===== config.mk =====
export PLATFORM = sky130hd
export DESIGN_NAME = object_slot_manager
export DESIGN_NICKNAME = d
export VERILOG_FILES = /design/src/rtl/obj_slot_pkg.sv /design/src/rtl/respawn_fifo.sv /design/src/rtl/object_slot_manager.sv
export SDC_FILE = /design/constraint.sdc
export NUM_CORES = 1
export LEC_CHECK = 0
export CAP_MARGIN = 5
export CORE_ASPECT_RATIO = 2
export CORE_UTILIZATION = 56
export CTS_CLUSTER_DIAMETER = 150
export DETAILED_ROUTE_END_ITERATION = 8
export PLACE_DENSITY = 0.84
export SLEW_MARGIN = 20
export SYNTH_ARGS = -nofsm -noshare
export SYNTH_HDL_FRONTEND = slang
export SYNTH_HIERARCHICAL = 1
export SYNTH_SLANG_ARGS = --single-unit

===== constraint.sdc =====
create_clock -name clk -period 7.8 [get_ports clk]
set_clock_uncertainty 0.05 [all_clocks]
set_input_delay 0.78 -clock clk [delete_from_list [all_inputs] [get_ports clk]]
set_output_delay 0.78 -clock clk [all_outputs]
set_load 0.01 [all_outputs]

===== src/rtl/obj_slot_pkg.sv =====
// Shared types for the object slot manager.
//   coord_t        : unsigned pixel coordinate
//   xy_t           : packed {x, y} pair, stored in the respawn FIFO
//   refill_state_t : batch refill FSM states
//   MODE_*         : refill mode selectors
package obj_slot_pkg;
   localparam int COORD_WIDTH = 11;

   typedef logic [COORD_WIDTH-1:0] coord_t;

   typedef struct packed {
      coord_t x;
      coord_t y;
   } xy_t;

   typedef enum logic {IDLE, REFILL} refill_state_t;

   localparam int MODE_BATCH   = 0;
   localparam int MODE_TRICKLE = 1;
endpackage


===== src/rtl/respawn_fifo.sv =====
// Synchronous FIFO of respawn coordinates, first-word-fall-through read.
//   clk, rst     : clock, asynchronous active-high reset
//   push, push_data : write request; dropped when full
//   pop, pop_data   : read request; pop_data is the current head
//   full, empty  : occupancy flags
//   overflow     : sticky, set by a dropped push, cleared only by reset
module respawn_fifo
   import obj_slot_pkg::*;
#(
   parameter int DEPTH = 16
) (
   input  logic clk,
   input  logic rst,
   input  logic push,
   input  xy_t  push_data,
   input  logic pop,
   output xy_t  pop_data,
   output logic full,
   output logic empty,
   output logic overflow
);
   localparam int AW = (DEPTH > 1) ? $clog2(DEPTH) : 1;

   xy_t mem [DEPTH];
   logic [AW-1:0] wr_q, wr_d, rd_q, rd_d;
   logic [AW:0]   cnt_q, cnt_d;
   logic          ovf_q, ovf_d;
   logic          do_push, do_pop;

   always_comb begin
      full    = (cnt_q == (AW+1)'(DEPTH));
      empty   = (cnt_q == '0);
      do_push = push && !full;
      do_pop  = pop && !empty;
      wr_d    = wr_q + AW'(do_push);
      rd_d    = rd_q + AW'(do_pop);
      cnt_d   = cnt_q + (AW+1)'(do_push) - (AW+1)'(do_pop);
      ovf_d   = ovf_q | (push && full);
   end

   always_ff @(posedge clk or posedge rst) begin
      if (rst) begin
         wr_q  <= '0;
         rd_q  <= '0;
         cnt_q <= '0;
         ovf_q <= 1'b0;
      end else begin
         wr_q  <= wr_d;
         rd_q  <= rd_d;
         cnt_q <= cnt_d;
         ovf_q <= ovf_d;
      end
   end

   always_ff @(posedge clk) begin
      if (do_push) mem[wr_q] <= push_data;
   end

   assign pop_data = mem[rd_q];
   assign overflow = ovf_q;
endmodule


===== src/rtl/object_slot_manager.sv =====
// Tracks N collectible objects: position and active flag per slot, retires a
// slot on an accepted clamp hit, queues a clamped random respawn coordinate per
// hit and repopulates slots in batch (all cleared) or trickle (per-slot timer)
// mode.
//   clk, reset            : clock, asynchronous active-high reset
//   start_of_frame        : frame tick, drives trickle countdowns
//   hit_valid/hit_index   : collision report from the clamp
//   rand_x/rand_y         : random respawn coordinate, sampled on accepted hit
//   refill_enable         : batch refill permission
//   top_left_x/y          : per-slot position
//   draw_request          : per-slot active flag
//   active_count          : popcount of draw_request
//   hit_accept            : pulse, a hit retired a slot
//   all_cleared           : pulse, last active slot retired
//   fifo_overflow         : sticky, respawn coordinate dropped
module object_slot_manager
   import obj_slot_pkg::*;
#(
   parameter int N_SLOTS        = 10,
   parameter int COORD_W        = COORD_WIDTH,
   parameter int FIFO_DEPTH     = 16,
   parameter int MODE           = MODE_BATCH,
   parameter int RESPAWN_FRAMES = 60,
   parameter int X_MAX          = 639,
   parameter int Y_MAX          = 479,
   parameter int OBJ_W          = 32,
   parameter int OBJ_H          = 32,
   parameter logic [N_SLOTS-1:0] INIT_MASK = 10'h3da,
   // slot 0 is the rightmost (least significant) element
   parameter logic [N_SLOTS-1:0][COORD_W-1:0] INIT_X =
      {11'd550, 11'd440, 11'd480, 11'd370, 11'd330, 11'd170, 11'd200, 11'd140, 11'd80, 11'd70},
   parameter logic [N_SLOTS-1:0][COORD_W-1:0] INIT_Y =
      {11'd180, 11'd180, 11'd380, 11'd170, 11'd330, 11'd410, 11'd200, 11'd160, 11'd320, 11'd200}
) (
   input  logic                              clk,
   input  logic                              reset,
   input  logic                              start_of_frame,
   input  logic                              hit_valid,
   input  logic [$clog2(N_SLOTS)-1:0]        hit_index,
   input  logic [COORD_W-1:0]                rand_x,
   input  logic [COORD_W-1:0]                rand_y,
   input  logic                              refill_enable,
   output logic [N_SLOTS-1:0][COORD_W-1:0]   top_left_x,
   output logic [N_SLOTS-1:0][COORD_W-1:0]   top_left_y,
   output logic [N_SLOTS-1:0]                draw_request,
   output logic [$clog2(N_SLOTS+1)-1:0]      active_count,
   output logic                              hit_accept,
   output logic                              all_cleared,
   output logic                              fifo_overflow
);
   localparam int IW = $clog2(N_SLOTS);
   localparam int CW = $clog2(N_SLOTS+1);
   localparam coord_t X_LIM = coord_t'(X_MAX - OBJ_W);
   localparam coord_t Y_LIM = coord_t'(Y_MAX - OBJ_H);

   function automatic logic [CW-1:0] popcnt(input logic [N_SLOTS-1:0] v);
      popcnt = '0;
      for (int i = 0; i < N_SLOTS; i++) popcnt = popcnt + CW'(v[i]);
   endfunction

   logic [N_SLOTS-1:0][COORD_W-1:0] x_q, x_d, y_q, y_d;
   logic [N_SLOTS-1:0]              draw_q, draw_d, pend_q, pend_d, hit_vec;
   logic [N_SLOTS-1:0][7:0]         cnt_q, cnt_d;
   refill_state_t                   state_q, state_d;
   logic [IW-1:0]                   idx_q, idx_d;
   logic [CW-1:0]                   active_q, active_d;
   logic                            acc_q, acc_d, clr_q, clr_d;
   logic                            hit_ok, pop, found;
   xy_t                             push_data, head;
   logic                            fifo_full, fifo_empty;

   // Out-of-range indices never match a slot, so they fall out naturally.
   always_comb begin
      hit_vec = '0;
      for (int i = 0; i < N_SLOTS; i++)
         hit_vec[i] = hit_valid && (hit_index == IW'(i)) && draw_q[i];
      hit_ok      = |hit_vec;
      push_data.x = (rand_x > X_LIM) ? X_LIM : rand_x;
      push_data.y = (rand_y > Y_LIM) ? Y_LIM : rand_y;
   end

   always_comb begin
      x_d     = x_q;
      y_d     = y_q;
      draw_d  = draw_q & ~hit_vec;
      cnt_d   = cnt_q;
      pend_d  = pend_q;
      state_d = state_q;
      idx_d   = idx_q;
      pop     = 1'b0;
      found   = 1'b0;
      if (MODE == MODE_TRICKLE) begin
         for (int i = 0; i < N_SLOTS; i++) begin
            if (start_of_frame && cnt_q[i] != 8'd0) cnt_d[i] = cnt_q[i] - 8'd1;
            if (hit_vec[i]) begin
               cnt_d[i]  = 8'(RESPAWN_FRAMES);
               pend_d[i] = 1'b1;
            end
            // first eligible slot claims the single pop; it waits if FIFO empty
            if (!found && pend_q[i] && cnt_q[i] == 8'd0 && !draw_q[i]) begin
               found = 1'b1;
               if (!fifo_empty) begin
                  pop       = 1'b1;
                  x_d[i]    = head.x;
                  y_d[i]    = head.y;
                  draw_d[i] = 1'b1;
                  pend_d[i] = 1'b0;
               end
            end
         end
      end else begin
         case (state_q)
            IDLE: begin
               if (draw_q == '0 && refill_enable) begin
                  state_d = REFILL;
                  idx_d   = '0;
               end
            end
            REFILL: begin
               pop = !fifo_empty;
               for (int i = 0; i < N_SLOTS; i++) begin
                  if (idx_q == IW'(i)) begin
                     x_d[i]    = fifo_empty ? INIT_X[i] : head.x;
                     y_d[i]    = fifo_empty ? INIT_Y[i] : head.y;
                     draw_d[i] = 1'b1;
                  end
               end
               if (idx_q == IW'(N_SLOTS-1)) begin
                  state_d = IDLE;
                  idx_d   = '0;
               end else begin
                  idx_d = idx_q + IW'(1);
               end
            end
            default: state_d = IDLE;
         endcase
      end
      active_d = popcnt(draw_d);
      acc_d    = hit_ok;
      clr_d    = (draw_q != '0) && (draw_d == '0);
   end

   always_ff @(posedge clk or posedge reset) begin
      if (reset) begin
         x_q      <= INIT_X;
         y_q      <= INIT_Y;
         draw_q   <= INIT_MASK;
         pend_q   <= '0;
         cnt_q    <= '0;
         state_q  <= IDLE;
         idx_q    <= '0;
         active_q <= popcnt(INIT_MASK);
         acc_q    <= 1'b0;
         clr_q    <= 1'b0;
      end else begin
         x_q      <= x_d;
         y_q      <= y_d;
         draw_q   <= draw_d;
         pend_q   <= pend_d;
         cnt_q    <= cnt_d;
         state_q  <= state_d;
         idx_q    <= idx_d;
         active_q <= active_d;
         acc_q    <= acc_d;
         clr_q    <= clr_d;
      end
   end

   respawn_fifo #(.DEPTH(FIFO_DEPTH)) u_fifo (
      .clk       (clk),
      .rst       (reset),
      .push      (hit_ok),
      .push_data (push_data),
      .pop       (pop),
      .pop_data  (head),
      .full      (fifo_full),
      .empty     (fifo_empty),
      .overflow  (fifo_overflow)
   );

   assign top_left_x   = x_q;
   assign top_left_y   = y_q;
   assign draw_request = draw_q;
   assign active_count = active_q;
   assign hit_accept   = acc_q;
   assign all_cleared  = clr_q;
endmodule


**Word level (Yosys, flattened, before mapping)**

Memories as Yosys holds them, arrays and structs flattened.
Cells that the tools add are included.

- Register bits: 255
- Memory bits (writable): 352
- Bits of input ports: 31
- Output and inout port bits: 237
- Logic and storage cells: 155
- Memories kept: 1

- Add/sub/neg operators: 14
- Magnitude comparators: 2
- Equality and inequality tests: 20
- Muxes and demuxes: 40
- Bitwise operators: 4
- Reduce and logical (&&, ||, !) cells: 44

Memory list:

| memory | words | bits a word | read ports | clocked after memory_dff | write ports | line | source |
|---|---|---|---|---|---|---|---|
| u_fifo.mem | 16 | 22 | 1 | 0 | 1 | respawn_fifo.sv:24 | `xy_t mem [DEPTH];` |

Operators by type and width:

| cell | count |
|---|---|
| 11-bit two-way mux | 20 |
| 4-bit by 1-bit adder with 4-bit output | 8 |
| 4-bit by 3-bit equality test with 1-bit output (second input constant) | 8 |
| 1-bit logical AND | 25 |
| 10-bit logical NOT | 2 |
| 2-bit AND reduction | 10 |
| 4-bit by 2-bit equality test with 1-bit output (second input constant) | 4 |
| 4-bit equality test (second input constant) | 4 |
| 1-bit two-way mux | 15 |
| 11-bit by 10-bit > comparator with 1-bit output (second input constant) | 1 |
| 11-bit by 9-bit > comparator with 1-bit output (second input constant) | 1 |
| 10-bit bitwise AND | 1 |
| 10-bit two-way mux | 1 |
| 10-bit NOT | 1 |
| 10-bit nonzero test | 1 |
| 10-bit OR reduction | 1 |
| 4-bit by 1-bit equality test with 1-bit output (second input constant) | 2 |
| 4-bit logical NOT | 2 |
| 4-bit two-way mux | 2 |
| 4-bit one-hot mux with 2 select lines | 1 |
| 5-bit by 1-bit adder with 5-bit output | 1 |
| 5-bit equality test (second input constant) | 1 |
| 5-bit logical NOT | 1 |
| 5-bit by 1-bit subtractor with 5-bit output | 1 |
| other kinds (9) | 10 |

**Depth between registers and ports, before layout**

Gate-level depths: netlist of run 1.

- Depth after elaboration: 16
- Depth in mapped cells: 16
- Gate-level depth less buffers: 14

**Hierarchy**

The synthesis of run 1 kept the hierarchy.

By module, submodules not included:

| module | instances | cells an instance | area an instance (um2) | sequential area each (um2) |
|---|---|---|---|---|
| respawn_fifo | 1 | 712 | 14272.4 | 10920.5 |
| object_slot_manager | 1 | 910 | 9369.0 | 6135.9 |

**Worst setup path after synthesis of run 1**

Ideal clock, no wire load.

- Kind: input to register
- Start: input hit_index[1]
- End: memory u_fifo/mem[0][0] (netlist bit), enable pin
- Setup time: 0.429 ns
- Data arrival time: 3.485 ns
- Required time: 7.321 ns
- Path slack: 3.837 ns
- Stages on the path: 8
- Buffers on the path: 1
- Cells stage by stage: buf_2 -> nand2b_1 -> nor2_1 -> a21oi_1 -> o221ai_1 -> nand2b_1 -> or3_1 -> nor3_1

- Word-level cells in the longest chain between the ends: 7
- Elaborated cells between the ends (all ways): 34
- Those cells by class: eq/ne: 9; mux: 2; reduce/logical: 23

RTL lines:

| element | line | source |
|---|---|---|
| start: declaration | object_slot_manager.sv:39 | `input logic [$clog2(N_SLOTS)-1:0] hit_index,` |
| 4-bit by 1-bit equality test with 1-bit output (tied with other cells) | object_slot_manager.sv:76 | `hit_vec[i] = hit_valid && (hit_index == IW'(i)) && draw_q[i];` |
| 1-bit logical AND (2 in series) | object_slot_manager.sv:76 |  |
| 10-bit OR reduction * | object_slot_manager.sv:77 | `hit_ok = \|hit_vec;` |
| net acc_d | object_slot_manager.sv:67 | `logic acc_q, acc_d, clr_q, clr_d;` |
| 1-bit logical AND * | respawn_fifo.sv:33 | `do_push = push && !full;` |
| 1-bit two-way mux * | respawn_fifo.sv:56 | `if (do_push) mem[wr_q] <= push_data;` |
| 1-bit two-way mux (not written as such) * | respawn_fifo.sv:56 |  |
| end: declaration | respawn_fifo.sv:24 |  |

Mark *: on every way through the listed nets, which the timed path passes. The rest lies on a longest branch.

**Worst setup path in the final report of run 1**

- Start: register idx_q[0]
- End: register active_q[2], in the netlist active_count[2]

- Elaborated cells between the ends (all ways): 30
- Those cells by class: add/sub: 9; eq/ne: 9; mux: 11; reduce/logical: 1

RTL lines:

| element | line | source |
|---|---|---|
| start: declaration | object_slot_manager.sv:65 | `logic [IW-1:0] idx_q, idx_d;` |
| start signal: assignment | object_slot_manager.sv:162 | `idx_q <= idx_d;` |
| 4-bit equality test | object_slot_manager.sv:122 | `if (idx_q == IW'(i)) begin` |
| 1-bit two-way mux | object_slot_manager.sv:122 |  |
| 10-bit two-way mux | object_slot_manager.sv:112 | `case (state_q)` |
| net draw_d[9] | object_slot_manager.sv:62 | `logic [N_SLOTS-1:0] draw_q, draw_d, pend_q, pend_d, hit_vec;` |
| 4-bit by 1-bit adder with 4-bit output | object_slot_manager.sv:58 | `for (int i = 0; i < N_SLOTS; i++) popcnt = popcnt + CW'(v[i]);` |
| net active_d[2] | object_slot_manager.sv:66 | `logic [CW-1:0] active_q, active_d;` |
| end signal: assignment | object_slot_manager.sv:152 | `active_q <= popcnt(INIT_MASK);` |
| end signal: assignment | object_slot_manager.sv:163 | `active_q <= active_d;` |
| end: declaration | object_slot_manager.sv:66 |  |

The timed path passes the listed nets, and every way through them passes these cells.
A chain may end at the register's enable or synchronous reset.

==> results of run 1 <==
## how the worst max path moves through the flow
stage / end / slack, ps / cells past startpoint
floorplan: active_count[3] / 490 / 1
global placement: active_count[1] / 3350 / 12
detailed placement: active_count[2] / 3270 / 12
CTS: active_count[2] / 3280 / 12
global route: active_count[2] / 2960 / 12
finish: active_count[2] / 3260 / 12
## tightest hold or removal path, delay by kind of cell, from the launching register on
family | cells | cell delay (ps)
DFF | 1 | 370
and+or+nand+nor | 1 | 40
AOI/OAI and AO/OA | 1 | 50
## state kept, by name (all words and copies together), names as in the netlist
name and cells:
top_left_y 110, all_cleared 1, u_fifo/mem 352, top_left_x 110, draw_request 10, state_q 1
u_fifo/wr_q 4, u_fifo/overflow 1, idx_q 4, u_fifo/cnt_q 5, hit_accept 1, u_fifo/rd_q 4
active_count 4
## power groups by stage
stage,clock network [mW],logic (mW),registers [mW]
3_3_place_gp,0,3.30,4.43
5_1_grt,2.56,3.70,4.46
4_1_cts,2.45,3.46,4.40
3_5_place_dp,0,3.43,4.46
2_1_floorplan,0,1.78,4.51
6_report,2.42,3.45,4.40
## metrics by stage
stage	instance area (µm²)	worst slack (ps)	total power, mW
global placement	27000	3350	7.73
finish	28500	3260	10.3
floorplan	23800	493	6.29
CTS	28500	3280	10.3
detailed placement	27000	3270	7.88
global route	28500	2960	10.7
## synth_stat cells, types with 8 or more instances
library cell	instances	area, µm²
a221oi_1	44	385
a22oi_1	22	165
buf_2	16	80.1
clkbuf_1	59	221
dfrtp_1	171	4280
dfstp_2	84	2210
edfxtp_1	352	10600
ha_1	13	163
inv_1	27	101
mux2i_1	90	901
mux4_2	44	991
nand2_1	264	991
nand2b_1	39	244
nor2_1	34	128
nor2b_1	8	50.1
o21ai_0	221	1110
o21ai_1	33	165
## layout make-up
class,instances,area share [%]
timing repair buffer,296,10.2
inverter,27,0.382
clock inverter,25,0.825
tap,540,2.37
clock buffer,61,4.59
sequential,607,59.8
multi-input combinational,941,21.8
## per-layer routing
metal / vias up / wire length [µm] / GRT usage (%)
met1: 7379 / 19100 / 28.9
met4: 0 / 4390 / 19.2
met5: - / 0 / 0
met2: 683 / 32400 / 51.8
met3: 223 / 3020 / 3.49
li1: 6475 / - / -
## cells by family after synthesis
logic type / after synthesis / synth area share, %
fa+ha+maj: 20 / 1.28
mux: 135 / 8.05
simple gates: 389 / 7.32
compound gates: 340 / 8.29
other cells: 1 / 0.0159
flops: 607 / 72.1
xor+xnor: 9 / 0.333
buf+inv: 121 / 2.56
==> impl_metrics.env, run 1 <==
export IMPL_outcome="finished, final reports clean"
export IMPL_total_nets_final=1971
export IMPL_insertion_delay_ps=570
export IMPL_hold_ws_ps=416
export IMPL_path_type_of_the_worst_min_delay_path="reg -> reg"
export IMPL_ys_ff_latch=607
export IMPL_required_ps=8250
export IMPL_top_level_ports=268
export IMPL_timing_final_crit_share_pct=58.2
export IMPL_final_cell_count_no_fill=2497
export IMPL_cpMaxStageDelayCell="nand3_2"
export IMPL_hold_end="top_left_y[27]"
export IMPL_routed_wire_length_per_instance_um=23.6
export IMPL_drt_initial_drc_count=1054
export IMPL_die_h_um=293
export IMPL_fillCellCount=2750
export IMPL_power_frac_seq_pct=42.8
export IMPL_critical_path_reg2reg_endpoint="active_count[2]"
export IMPL_hold_depth=2
export IMPL_cts_buffers=47
export IMPL_postSynth_asyncResetShare_pct=42.0
export IMPL_synthesis_area_um2=23600
export IMPL_clkTransAtPathRegs_ps=70
export IMPL_crit_path_start_kind="flip-flop"
export IMPL_peak_supply_drop_uv=193
export IMPL_cts_tree="yes"
export IMPL_timing_reg2reg_worst_path_depth=12
export IMPL_multi_input_area_um2=6230
export IMPL_timing_critical_path_fanout_max=46
export IMPL_drt_pass1_iter_count=7
export IMPL_drc=0
export IMPL_holdCritStartpoint="top_left_y[27]"
export IMPL_clkSinkCount=607
export IMPL_grtUsageTotal_pct=27.9
export IMPL_initial_core_util_pct=56.6
export IMPL_pin_count_of_the_biggest_net_entering_global_routing=173
export IMPL_final_setup_viol_count=0
export IMPL_cts_setup_buffers=0
export IMPL_power_density_relative_to_cell_area_nw_per_um2=360
export IMPL_final_antenna_net_count=0
export IMPL_cts_repair_resized=0
export IMPL_ys_warnings_count=6
export IMPL_globalRouteOverflowTotal=0
export IMPL_critical_path_arrival_ps=4990
export IMPL_netlist_instances=1622
export IMPL_areaGrowthSynthToFinish_pct=20.6
export IMPL_place_inst=2411
export IMPL_part_of_the_power_in_combinational_logic_pct=33.6
export IMPL_total_leakage_power_nw=10.7
export IMPL_place_hpwl_mm=39.5
export IMPL_layout_min_cycle_time_ps=4540
export IMPL_wl_mm=58.9
export IMPL_die_width_um=147
export IMPL_maxCapViolCount=0
export IMPL_core_area_um2=41800
export IMPL_die_area_um2=43100
export IMPL_critPathCaptureType="flip-flop"
export IMPL_diodes=0
export IMPL_viasPerCell=5.91
export IMPL_most_common_layout_cells="352 x edfxtp_1, 266 x clkdlybuf4s50_1, 264 x nand2_1"
export IMPL_drive_gt1_share_pct=13.5
export IMPL_grt_first_pass_wirelength_mm=89.3
export IMPL_synthesis_area_per_instance_um2=14.6
export IMPL_vias=14800
export IMPL_ys_flop_type="edfxtp_1"
export IMPL_synth_enable_flop_cells=352
export IMPL_slew_limit_headroom_pct=32.3
export IMPL_layout_core_utilization_pct=68.3
export IMPL_crit_path_max_incr_delay_ps=790
export IMPL_clk_root_buffer_cell="clkbuf_16"
export IMPL_synth_yosys_seq_area_share_pct=72.1
export IMPL_layout_area_seq_um2=17100
export IMPL_cp_common_cell="fa_1"
export IMPL_crit_reg2reg_launch="idx_q[0]"
export IMPL_crit_family="adder cells"
export IMPL_final_max_slew_viol_count=0
export IMPL_number_of_antenna_violations_at_the_first_check_in_global_routing=0
export IMPL_final_common_cell="edfxtp_1"
export IMPL_ctsHoldBuffers=0
export IMPL_clockPowerShare_pct=23.5
export IMPL_place_congestion=0.904
export IMPL_buffer_levels_on_the_longest_clock_path=3
export IMPL_fmax_ghz=0.220
export IMPL_post_synth_num_cell_types=57
export IMPL_worst_slew_pin_transition_ps=1010
export IMPL_grt_setup_unrepaired="false"
export IMPL_cts_htree_levels=2
export IMPL_worst_setup_path_type="reg -> reg"
export IMPL_crit_chain="nor2b_1 -> nand3_2 -> nand2_1 -> fa_1 -> inv_1 -> fa_1 -> fa_1 -> inv_1 -> ha_1 -> inv_1 -> fa_1 -> xor2_1"
export IMPL_hold_viol=0
export IMPL_switching_share_pct=33.3
export IMPL_num_rows=106
export IMPL_cp_num_buf_inv=3
export IMPL_grt_pass1_vias=15400
export IMPL_setup_tns_final_ps=0
export IMPL_internal_power_mw=6.85
export IMPL_crit_path_start="idx_q[0]"
export IMPL_io_buffer_count=266
export IMPL_power_net_switching_mw=3.42
export IMPL_ff2ff_setup_slack_ps=3260
Note: power is estimated with default switching activity, not from simulation.
==> run 2, diff against run 1 <==
==> constraint.sdc (replaced) <==
create_clock -name clk -period 4.7 [get_ports clk]
set_clock_uncertainty 0.05 [all_clocks]
set_input_delay 0.47 -clock clk [delete_from_list [all_inputs] [get_ports clk]]
set_output_delay 0.47 -clock clk [all_outputs]
set_load 0.01 [all_outputs]
==> impl_metrics.env, run 2 (synthesized netlist as in run 1, its figures left out) <==
export IMPL_outcome="finished, final reports clean"
export IMPL_maxCapViolCount=0
export IMPL_peak_supply_drop_uv=319
export IMPL_cts_tree="yes"
export IMPL_place_inst=2439
export IMPL_grt_setup_unrepaired="false"
export IMPL_hold_viol=0
export IMPL_pin_count_of_the_biggest_net_entering_global_routing=127
export IMPL_drive_gt1_share_pct=14.8
export IMPL_drc=0
export IMPL_buffer_levels_on_the_longest_clock_path=3
export IMPL_timing_reg2reg_worst_path_depth=11
export IMPL_ff2ff_setup_slack_ps=990
export IMPL_path_type_of_the_worst_min_delay_path="in -> async"
export IMPL_max_ffs_per_register=352
export IMPL_fillCellCount=2760
export IMPL_layout_min_cycle_time_ps=3710
export IMPL_final_setup_viol_count=0
export IMPL_setup_tns_final_ps=0
export IMPL_timing_final_crit_share_pct=78.8
export IMPL_ctsHoldBuffers=0
export IMPL_globalRouteOverflowTotal=0
export IMPL_wl_mm=61.0
export IMPL_place_congestion=0.908
export IMPL_critPathCaptureType="flip-flop"
export IMPL_crit_path_max_incr_delay_ps=540
export IMPL_timing_critical_path_fanout_max=10
export IMPL_place_hpwl_mm=41.9
export IMPL_total_leakage_power_nw=10.8
export IMPL_number_of_antenna_violations_at_the_first_check_in_global_routing=0
export IMPL_cts_buffers=47
export IMPL_critical_path_reg2reg_endpoint="active_count[2]"
export IMPL_worst_slew_pin_transition_ps=888
export IMPL_total_nets_final=1999
export IMPL_io_buffer_count=266
export IMPL_cts_setup_buffers=0
export IMPL_layout_area_seq_um2=17100
export IMPL_worst_setup_path_type="reg -> reg"
export IMPL_grt_first_pass_wirelength_mm=92.0
export IMPL_routed_wire_length_per_instance_um=24.2
export IMPL_cpMaxStageDelayCell="fa_1"
export IMPL_die_h_um=293
export IMPL_slew_limit_headroom_pct=40.7
export IMPL_clkTransAtPathRegs_ps=70
export IMPL_cts_htree_levels=2
export IMPL_crit_reg2reg_launch="state_q"
export IMPL_critical_path_arrival_ps=4170
export IMPL_most_common_layout_cells="352 x edfxtp_1, 266 x clkdlybuf4s50_1, 264 x nand2_1"
export IMPL_diodes=0
export IMPL_final_cell_count_no_fill=2524
export IMPL_worst_slack_ps=995
export IMPL_hold_ws_ps=294
export IMPL_areaGrowthSynthToFinish_pct=21.6
export IMPL_grt_pass1_vias=15500
export IMPL_cts_repair_resized=0
export IMPL_core_area_um2=41800
export IMPL_crit_chain="nor3b_2 -> nand2_1 -> and2_1 -> fa_1 -> fa_1 -> fa_1 -> inv_1 -> ha_1 -> inv_1 -> fa_1 -> xor2_1"
export IMPL_num_rows=106
export IMPL_clk_root_buffer_cell="clkbuf_16"
export IMPL_required_ps=5170
export IMPL_pre_cts_slack_ps=522
export IMPL_die_width_um=147
export IMPL_power_density_relative_to_cell_area_nw_per_um2=594
export IMPL_die_area_um2=43100
export IMPL_fmax_ghz=0.270
export IMPL_insertion_delay_ps=590
export IMPL_final_max_slew_viol_count=0
export IMPL_grtUsageTotal_pct=29.0
export IMPL_vias=15100
export IMPL_multi_input_area_um2=6220
export IMPL_drt_pass1_iter_count=7
export IMPL_viasPerCell=5.96
export IMPL_largest_register="u_fifo/mem"
export IMPL_crit_path_start_kind="flip-flop"
export IMPL_initial_core_util_pct=56.6
export IMPL_top_level_ports=268
export IMPL_cp_common_cell="fa_1"
export IMPL_final_common_cell="edfxtp_1"
export IMPL_drt_initial_drc_count=1184
export IMPL_final_antenna_net_count=0
export IMPL_clkSinkCount=607
run 2: cell types whose count changed in the layout (fill, tap and decap cells not counted), moves of 3 or more:
cell	change
clkinv_2	+4
clkinvlp_4	+5
buf_12	+5
clkinv_4	-3
buf_4	+23
clkinv_1	-4
run 2: per-stage QoR:
| step | area, µm² | power (mW) | utilization (%) |
|---|---|---|---|
| floorplan | 23800 | 10.4 | - |
| CTS | 28800 | 17.1 | 68.8 |
| finish | 28800 | 17.1 | 68.8 |
| global placement | 27200 | 12.9 | 65.2 |
| global route | 28800 | 17.8 | 68.8 |
| detailed placement | 27200 | 13.2 | 65.2 |
run 2: layout make-up:
cell class	count	share of cell area [%]
Sequential cell	607	59.3
Timing Repair Buffer	324	11.0
Clock inverter	25	0.853
Clock buffer	60	4.43
Inverter	27	0.365
Multi-Input combinational cell	941	21.6
Tap cell	540	2.35
run 2: critical path: cells and delay by family, from the launching register on:
family                     cells  cell delay (ps)
and+or+nand+nor                3              770
xor gates and xnor gates       1              150
buffers and inverters          2              120
DFF                            1              530
adders and majority gates      5             2010
run 2: layer usage:
metal  GRT usage, %  part of all wire, %
met1           30.6                   32
met2           53.6                   55
met3           3.01                  5.8
met4           19.7                  7.6
met5              0                    0
run 2: how the worst max path moves through the flow:
| stage | depth (start not counted) | start | slack, ps | endpoint |
|---|---|---|---|---|
| floorplan | 14 | state_q | 1030 | active_count[2] |
| global placement | 12 | hit_valid | 600 | active_count[2] |
| detailed placement | 12 | hit_valid | 520 | active_count[2] |
| CTS | 11 | state_q | 1000 | active_count[2] |
| global route | 11 | state_q | 820 | active_count[2] |
| finish | 11 | state_q | 990 | active_count[2] |
run 2: report_power, final:
part / total [mW] / switching, mW / internal [mW]
Clock: 3.96 / 1.85 / 2.11
Sequential: 7.30 / 0.633 / 6.66
Combinational: 5.84 / 3.28 / 2.56
